**config.mk**
```make
export PLATFORM = sky130hd
export DESIGN_NAME = skeeball_game_sequencer
export DESIGN_NICKNAME = d
export VERILOG_FILES = /design/src/rtl/skeeball_game_sequencer.sv
export SDC_FILE = /design/constraint.sdc
export NUM_CORES = 1
export LEC_CHECK = 0
export ABC_CLOCK_PERIOD_IN_PS = 3150
export BUFFER_PORTS_ARGS = -buffer_cell sky130_fd_sc_hd__buf_2
export CORE_ASPECT_RATIO = 0.75
export CORE_MARGIN = 2
export CORE_UTILIZATION = 40
export CTS_BUF_LIST = sky130_fd_sc_hd__clkbuf_8
export CTS_CLUSTER_SIZE = 24
export DETAILED_ROUTE_END_ITERATION = 8
export GPL_TIMING_DRIVEN = 0
export RECOVER_POWER = 50
export SETUP_SLACK_MARGIN = 0.2
export SLEW_MARGIN = 20
export SYNTH_ARGS = -nofsm -noshare
export SYNTH_HDL_FRONTEND = slang
export SYNTH_SLANG_ARGS = --single-unit
```
**constraint.sdc**
```tcl
create_clock -name clk -period 3.15 [get_ports clk]
set_input_delay 0.1575 -clock clk [delete_from_list [all_inputs] [get_ports clk]]
set_output_delay 0.1575 -clock clk [all_outputs]
set_load 0.05 [all_outputs]
```
**src/rtl/skeeball_game_sequencer.sv**
```systemverilog
// Skeeball game controller: MENU -> PLAYING -> FINISH -> SCORE, scoring and ball counting.
// Latency: outputs registered, one cycle after the sampled input edge; no backpressure (sensor inputs are edge-sampled every cycle).
// Optional high-score tracking enabled by defining SKEEBALL_HIGH_SCORE_EN.
module skeeball_game_sequencer #(
  parameter int NUM_BALLS         = 9,
  parameter int SCORE_W           = 10,
  parameter int FINISH_CYCLES     = 50000000,
  parameter int SCORE_HOLD_CYCLES = 250000000
) (
  input  logic               clk,
  input  logic               reset,
  input  logic               start_btn,
  input  logic [5:0]         hole_hit,
  input  logic               gutter_hit,
  output logic [1:0]         state,
  output logic [SCORE_W-1:0] score,
  output logic [3:0]         balls_left,
  output logic [SCORE_W-1:0] last_score,
  output logic               hit_pulse,
  output logic               game_over,
  output logic [SCORE_W-1:0] high_score
);

  localparam int MAX_CYC = (FINISH_CYCLES > SCORE_HOLD_CYCLES) ? FINISH_CYCLES : SCORE_HOLD_CYCLES;
  localparam int CNT_W   = $clog2(MAX_CYC + 1);

  typedef enum logic [1:0] {
    MENU    = 2'b00,
    PLAYING = 2'b01,
    FINISH  = 2'b10,
    SCORE   = 2'b11
  } state_t;

  state_t             st_q, st_d;
  logic [CNT_W-1:0]   cnt_q, cnt_d;
  logic [SCORE_W-1:0] score_d, last_d;
  logic [3:0]         balls_d;
  logic               hit_d, over_d;

  logic               start_prev, gutter_prev;
  logic [5:0]         hole_prev;
  logic               start_rise, gutter_rise;
  logic [5:0]         hole_rise;

  logic [SCORE_W:0]   hole_value, score_sum;
  logic [SCORE_W-1:0] score_sat;

  assign start_rise  = start_btn & ~start_prev;
  assign gutter_rise = gutter_hit & ~gutter_prev;
  assign hole_rise   = hole_hit & ~hole_prev;

  // Highest hole index wins when several balls register in the same cycle.
  always_comb begin
    hole_value = '0;
    if      (hole_rise[5]) hole_value = (SCORE_W+1)'(100);
    else if (hole_rise[4]) hole_value = (SCORE_W+1)'(50);
    else if (hole_rise[3]) hole_value = (SCORE_W+1)'(40);
    else if (hole_rise[2]) hole_value = (SCORE_W+1)'(30);
    else if (hole_rise[1]) hole_value = (SCORE_W+1)'(20);
    else if (hole_rise[0]) hole_value = (SCORE_W+1)'(10);
  end

  assign score_sum = {1'b0, score} + hole_value;
  assign score_sat = score_sum[SCORE_W] ? '1 : score_sum[SCORE_W-1:0];

  always_comb begin
    st_d    = st_q;
    cnt_d   = cnt_q;
    score_d = score;
    balls_d = balls_left;
    last_d  = last_score;
    hit_d   = 1'b0;
    over_d  = 1'b0;
    case (st_q)
      MENU: begin
        if (start_rise) begin
          st_d    = PLAYING;
          score_d = '0;
          balls_d = 4'(NUM_BALLS);
          cnt_d   = '0;
        end
      end
      PLAYING: begin
        // Any combination of simultaneous hits consumes exactly one ball.
        if ((|hole_rise) || gutter_rise) begin
          balls_d = balls_left - 4'd1;
          if (|hole_rise) begin
            score_d = score_sat;
            hit_d   = 1'b1;
          end
          if (balls_left == 4'd1) begin
            st_d   = FINISH;
            last_d = score_d;
            over_d = 1'b1;
            cnt_d  = '0;
          end
        end
      end
      FINISH: begin
        if (cnt_q == CNT_W'(FINISH_CYCLES - 1)) begin
          st_d  = SCORE;
          cnt_d = '0;
        end else begin
          cnt_d = cnt_q + CNT_W'(1);
        end
      end
      SCORE: begin
        // A start press on the timeout cycle takes precedence over returning to MENU.
        if (start_rise) begin
          st_d    = PLAYING;
          score_d = '0;
          balls_d = 4'(NUM_BALLS);
          cnt_d   = '0;
        end else if (cnt_q == CNT_W'(SCORE_HOLD_CYCLES - 1)) begin
          st_d  = MENU;
          cnt_d = '0;
        end else begin
          cnt_d = cnt_q + CNT_W'(1);
        end
      end
    endcase
  end

  always_ff @(posedge clk) begin
    if (reset) begin
      st_q        <= MENU;
      cnt_q       <= '0;
      score       <= '0;
      balls_left  <= '0;
      last_score  <= '0;
      hit_pulse   <= 1'b0;
      game_over   <= 1'b0;
      start_prev  <= 1'b0;
      gutter_prev <= 1'b0;
      hole_prev   <= '0;
    end else begin
      st_q        <= st_d;
      cnt_q       <= cnt_d;
      score       <= score_d;
      balls_left  <= balls_d;
      last_score  <= last_d;
      hit_pulse   <= hit_d;
      game_over   <= over_d;
      start_prev  <= start_btn;
      gutter_prev <= gutter_hit;
      hole_prev   <= hole_hit;
    end
  end

  assign state = st_q;

`ifdef SKEEBALL_HIGH_SCORE_EN
  always_ff @(posedge clk) begin
    if (reset) begin
      high_score <= '0;
    end else if (over_d && (last_d > high_score)) begin
      high_score <= last_d;
    end
  end
`else
  assign high_score = '0;
`endif

endmodule

```
# After elaboration in Yosys (flattened, before gate mapping)
# Cells that the tools add are included.
[totals]
memories = 0
output_inout_bits = 38
regBits = 64
wordCells = 73
latch_bits = 0
rom_bits = 0
mem_bits_rw = 0
inputBits = 10
[classes]
n_addsub = 3
shifts = 0
n_eq_ne = 12
mux = 30
n_bitwise = 8
reduce_logical = 10
n_mul = 0
magnitude_cmp = 0
div = 0
[ops]
columns = ["cell", "n"]
rows = [
  ["$mux 28", 6],
  ["$pmux 28 s4", 1],
  ["$mux 10", 4],
  ["$add 28x1->28 const B", 1],
  ["$eq 28x26->1 const B", 1],
  ["$eq 28x28->1 const B", 1],
  ["$pmux 10 s2", 1],
  ["$mux 2", 6],
  ["$mux 4", 3],
  ["$mux 6", 2],
  ["$add 10x11->11", 1],
  ["$mux 5", 2],
  ["$reduce_and 3->1", 3],
  ["$ne 2x2->1 const B", 4],
  ["$pmux 2 s4", 1],
  ["$pmux 4 s2", 1],
  ["$mux 7", 1],
  ["$and 6x6->6", 1],
  ["$not 6->6", 1],
  ["$reduce_or 6->1", 1],
  ["$reduce_and 5->1", 1],
  ["$eq 2x2->1 const B", 2],
  ["$eq 4x1->1 const B", 1],
  ["$not 1->1", 4],
  ["other kinds (11)", 13],
]

# Logic depth before layout (Yosys ltp)
[depth]
depth_word = 13
depth_mapped = 13
depth_no_buf = 13

# Worst setup path after synthesis
# OpenSTA, ideal clock, no wires.
[synth_path]
kind = "register to register"
start = "register hole_prev[1]"
end = "register last_score[9]"
path_slack_ns = 0.746
arrival_time_ns = 2.292
required_time_ns = 3.038
synth_period_minus_slack_ns = 2.404
path_buffers = 0
setup_time_ns = 0.112
path_stages_with_launch = 14
path_cell_list = "dfxtp_1 nand2b_1 nand2b_1 nand2_1 nand2_1 a21oi_1 ha_1 fa_1 a21o_1 a21oi_1 o21ai_0 nand4_1 nor4_1 a2111oi_1"
[synth_via]
elab_chain_len = 10
word_cells_on_any_way = 13
cone_classes = "add/sub: 1; mux: 7; bitwise: 2; reduce/logical: 3"
[synth_lines]
columns = ["element", "line_no", "text"]
rows = [
  ["from (decl)", "41", "logic [5:0] hole_prev;"],
  ["from (signal assigned)", "146", "hole_prev <= hole_hit;"],
  ["$not 6->6 (*)", "50", "assign hole_rise = hole_hit & ~hole_prev;"],
  ["$and 6x6->6 (*)", "50", ""],
  ["$mux 5", "59", "else if (hole_rise[1]) hole_value = (SCORE_W+1)'(20);"],
  ["$mux 5", "58", "else if (hole_rise[2]) hole_value = (SCORE_W+1)'(30);"],
  ["$mux 6", "57", "else if (hole_rise[3]) hole_value = (SCORE_W+1)'(40);"],
  ["$mux 6", "56", "else if (hole_rise[4]) hole_value = (SCORE_W+1)'(50);"],
  ["$mux 7", "55", "if (hole_rise[5]) hole_value = (SCORE_W+1)'(100);"],
  ["$add 10x11->11", "63", "assign score_sum = {1'b0, score} + hole_value;"],
  ["$mux 10", "64", "assign score_sat = score_sum[SCORE_W] ? '1 : score_sum[SCORE_W-1:0];"],
  ["$mux 10", "87", "if (|hole_rise) begin"],
  ["to (signal assigned)", "141", "last_score <= last_d;"],
  ["to (decl)", "18", "output logic [SCORE_W-1:0] last_score,"],
]
# Every way passes the cells marked *; elsewhere a longest branch is shown, timed or not.
# A chain may end at the register's enable or synchronous reset.

# Worst setup path after layout
[layout_path]
start = "register balls_left[0]"
end = "register cnt_q[9]"
[layout_via]
elab_chain_len = 3
[layout_lines]
columns = ["element", "line_no", "text"]
rows = [
  ["from (decl)", "17", "output logic [3:0] balls_left,"],
  ["from (signal assigned)", "140", "balls_left <= balls_d;"],
  ["$eq 4x1->1", "91", "if (balls_left == 4'd1) begin"],
  ["$ne 2x2->1 (no line)", "n/a", ""],
  ["$reduce_and 3->1 (no line)", "n/a", ""],
  ["to (signal assigned)", "138", "cnt_q <= cnt_d;"],
  ["to (decl)", "35", "logic [CNT_W-1:0] cnt_q, cnt_d;"],
]
# No other way between the ends.

==> metrics.csv <==
metric;value;unit
total grt overflow;0;
yosys warns;0;
Fin. Hold Viols;0;
Worst Setup End Kind;flip-flop;
sequential cell area;0.00128;mm^2
Worst-path clk slew;0.07;ns
DRT Wirelength;8470;um
Least-Margin Pin Slew;0.857;ns
CTS Buffer Depth;2;
met3 wire len;724;um
Final period util;87.3;%
Slew Limit Fails;0;
Initial DRC Count;193;
first-pass GRT wire length;13700;um
# nets final;487;
sequential fraction of the synthesis area;36.4;%
first-pass iteration count of the detailed router;5;
pre-CTS WS;0.329;ns
Max Clock Skew;0.00596;ns
crit path kind;flip-flop to flip-flop;
max frequency;364;MHz
Slew HR;42.6;%
Post-DP Area;0.00388;mm^2
antenna violations before repair;0;
power per cell area;783;mW/mm^2
core area;0.00849;mm^2
CTS Root Cell;clkbuf_8;
worst path required time;3.39;ns
DPL Wire Length;6260;um
Area Overhead vs Synth;14.5;%
Hold Crit Class;input port to flip-flop;
via density per instance;5.31;
Worst VDD drop;492;uV
Layout Utilization;47.5;%
Worst-Skew Late Latency;0.35;ns
setup ws final;0.401;ns
outcome;finished, final reports clean;
EDFF count, synth;0;
Routed met2 length;3260;um
syn avg cell area;8.70;um^2
Vias;3054;
max layer used;met4;
crit start category;flip-flop;
ys flop type;dfxtp_1;
CTS tree;done;
FFs w/ async S/R, synth;0;%
RSZ-0062 raised after global routing;no;
vias in the first global route;2723;
max cap viols;0;
CTS H-Tree Depth;3;
ANT nets after route;0;
Std-Cell Rows;29;
synthesized area;0.00352;mm^2
final-layout fill cell count;855;
WL/cell;14.7;um
largest net degree at the start of global routing;11;
CP arrival;2.99;ns
Setup violations, final;0;
clk sinks;64;
hold slack;0.0270;ns
GRT Total Usage;18.3;%
Syn Inst Count;405;
design area;0.00403;mm^2
die area;0.00958;mm^2
Hold-fix buffers, CTS;0;
die height;85.3;um
layout cells sized above 1;15.0;%
Routability Congestion;0.809;
TritonCTS Buffers;9;
n_diodes;0;
DRC Markers;0;
post-layout minimum cycle time;2.75;ns
Initial Util;41.5;%
Port-buffer cells;37;
multi-input logic area;0.00201;mm^2
DIE WIDTH;112;um
TNS Setup;0;ns
critical-path maximum fanout;10;
M1 WL;4390;um
# IOs;48;
synthesis-stage register bit count;64;
leak pwr;1.46;nW
distinct cell type count of the synthesized netlist;61;
-- Yosys cell counts (all sizes together), types with 3 or more instances --
cell type | count | share of area [%]
a211oi | 3 | 0.64
a21bo | 3 | 0.85
a21o | 5 | 1.1
a21oi | 20 | 2.8
a311oi | 3 | 0.75
a31oi | 4 | 0.71
and3 | 6 | 1.3
buf | 17 | 4.1
clkbuf | 10 | 1.3
dfxtp | 64 | 36
ha | 14 | 5.0
inv | 17 | 1.8
mux2i | 3 | 0.85
nand2 | 31 | 3.3
nand2b | 10 | 1.8
nand3 | 13 | 2.0
nand3b | 3 | 0.64
nand4 | 11 | 2.0
nand4b | 3 | 0.75
nor2 | 50 | 6.0
nor2b | 10 | 1.8
nor3 | 18 | 2.8
nor3b | 3 | 0.78
nor4 | 9 | 2.3
o211ai | 4 | 1.1
o21ai | 11 | 1.6
o32ai | 3 | 0.75
xnor2 | 25 | 6.2
xor2 | 5 | 1.2
-- flip-flops by register name, indices dropped and copies added, names as in the netlist --
register     flops
cnt_q           28
last_score      10
score           10
hole_prev        6
balls_left       4
state            2
game_over        1
gutter_prev      1
hit_pulse        1
start_prev       1
-- area by class of cell --
class | count | area share (%)
multi-input cells | 306 | 49.9
flip-flops and latches | 64 | 31.8
plain buffers | 27 | 4.78
clock buffers | 11 | 3.75
repair buffers | 37 | 3.69
well taps | 108 | 3.35
inverters | 17 | 1.58
clock inverters | 5 | 1.21
-- through the flow --
stage | cells | total power, W
finish | 575 | 0.00316
global route | 575 | 0.00334
detailed placement | 559 | 0.00245
global placement | 559 | 0.00244
floorplan | 414 | 0.00213
CTS | 575 | 0.00319
-- power by group --
part / switching [W] / total [W] / internal [W]
logic: 0.000968 / 0.00141 / 0.000442
clock network: 0.000327 / 0.000727 / 0.000400
registers: 0.000108 / 0.00102 / 0.000912
total: 0.00140 / 0.00316 / 0.00175
-- what timing repair did --
item | 4_1_cts | 5_1_grt
endpoints found under the setup margin | 0 | 6
resized for setup | 0 | 5
setup buffers | 0 | 0
-- per-layer routing --
layer	GRT usage (%)	up-vias
met3	6.21	7
met4	5.43	0
met2	24.4	118
li1	-	1522
met5	0	-
met1	27.6	1407
-- critical path, cell delays in order, from the launching register on --
cell and delay (ns):
dfxtp_1 0.44, ha_1 0.18, nor3b_1 0.47, a2bb2oi_1 0.48, o21a_1 0.18, clkbuf_1 0.35, a21o_1 0.19, buf_6 0.15
buf_6 0.15, nor2_1 0.06
-- logic make-up (layout without fill, tap and decap cells) --
group / after synthesis / count (layout) / synth area share (%)
AND/OR/NAND/NOR: 175 / 175 / 27.4
AO/OA/AOI/OAI: 71 / 71 / 14.3
flip-flops: 64 / 64 / 36.4
buffers and inverters: 44 / 97 / 7.28
XOR/XNOR: 30 / 30 / 7.46
adder cells (fa/ha/maj): 15 / 15 / 5.54
multiplexers: 5 / 5 / 1.49
other: 1 / 10 / 0.106
-- layout by cell type (no fill, tap or decap), drive strengths merged, types with 5 or more instances in the layout --
| cell type | Yosys | final |
|---|---|---|
| buf | 17 | 24 |
| nand2b | 10 | 10 |
| a21o | 5 | 5 |
| dfxtp | 64 | 64 |
| and3 | 6 | 6 |
| xor2 | 5 | 5 |
| clkbuf | 10 | 51 |
| nand4 | 11 | 11 |
| xnor2 | 25 | 25 |
| nor2b | 10 | 10 |
| o21ai | 11 | 11 |
| nand2 | 31 | 31 |
| a21oi | 20 | 20 |
| inv | 17 | 20 |
| nand3 | 13 | 13 |
| nor4 | 9 | 9 |
| ha | 14 | 14 |
| nor3 | 18 | 18 |
| nor2 | 50 | 50 |
| conb | 1 | 10 |
-- final timing paths --
kind	startpoint	slack, ns	end	cells past startpoint
min	gutter_hit	0.03	gutter_prev$_SDFF_PP0_	2
max	balls_left[0]$_SDFFE_PP0P_	0.40	cnt_q[9]$_SDFFE_PP0P_	9
max reg2reg	balls_left[0]$_SDFFE_PP0P_	0.40	cnt_q[9]$_SDFFE_PP0P_	9
min reg2reg	last_score[0]$_SDFFE_PP0P_	0.49	last_score[0]$_SDFFE_PP0P_	2
Note: power is estimated with default switching activity, not from simulation.
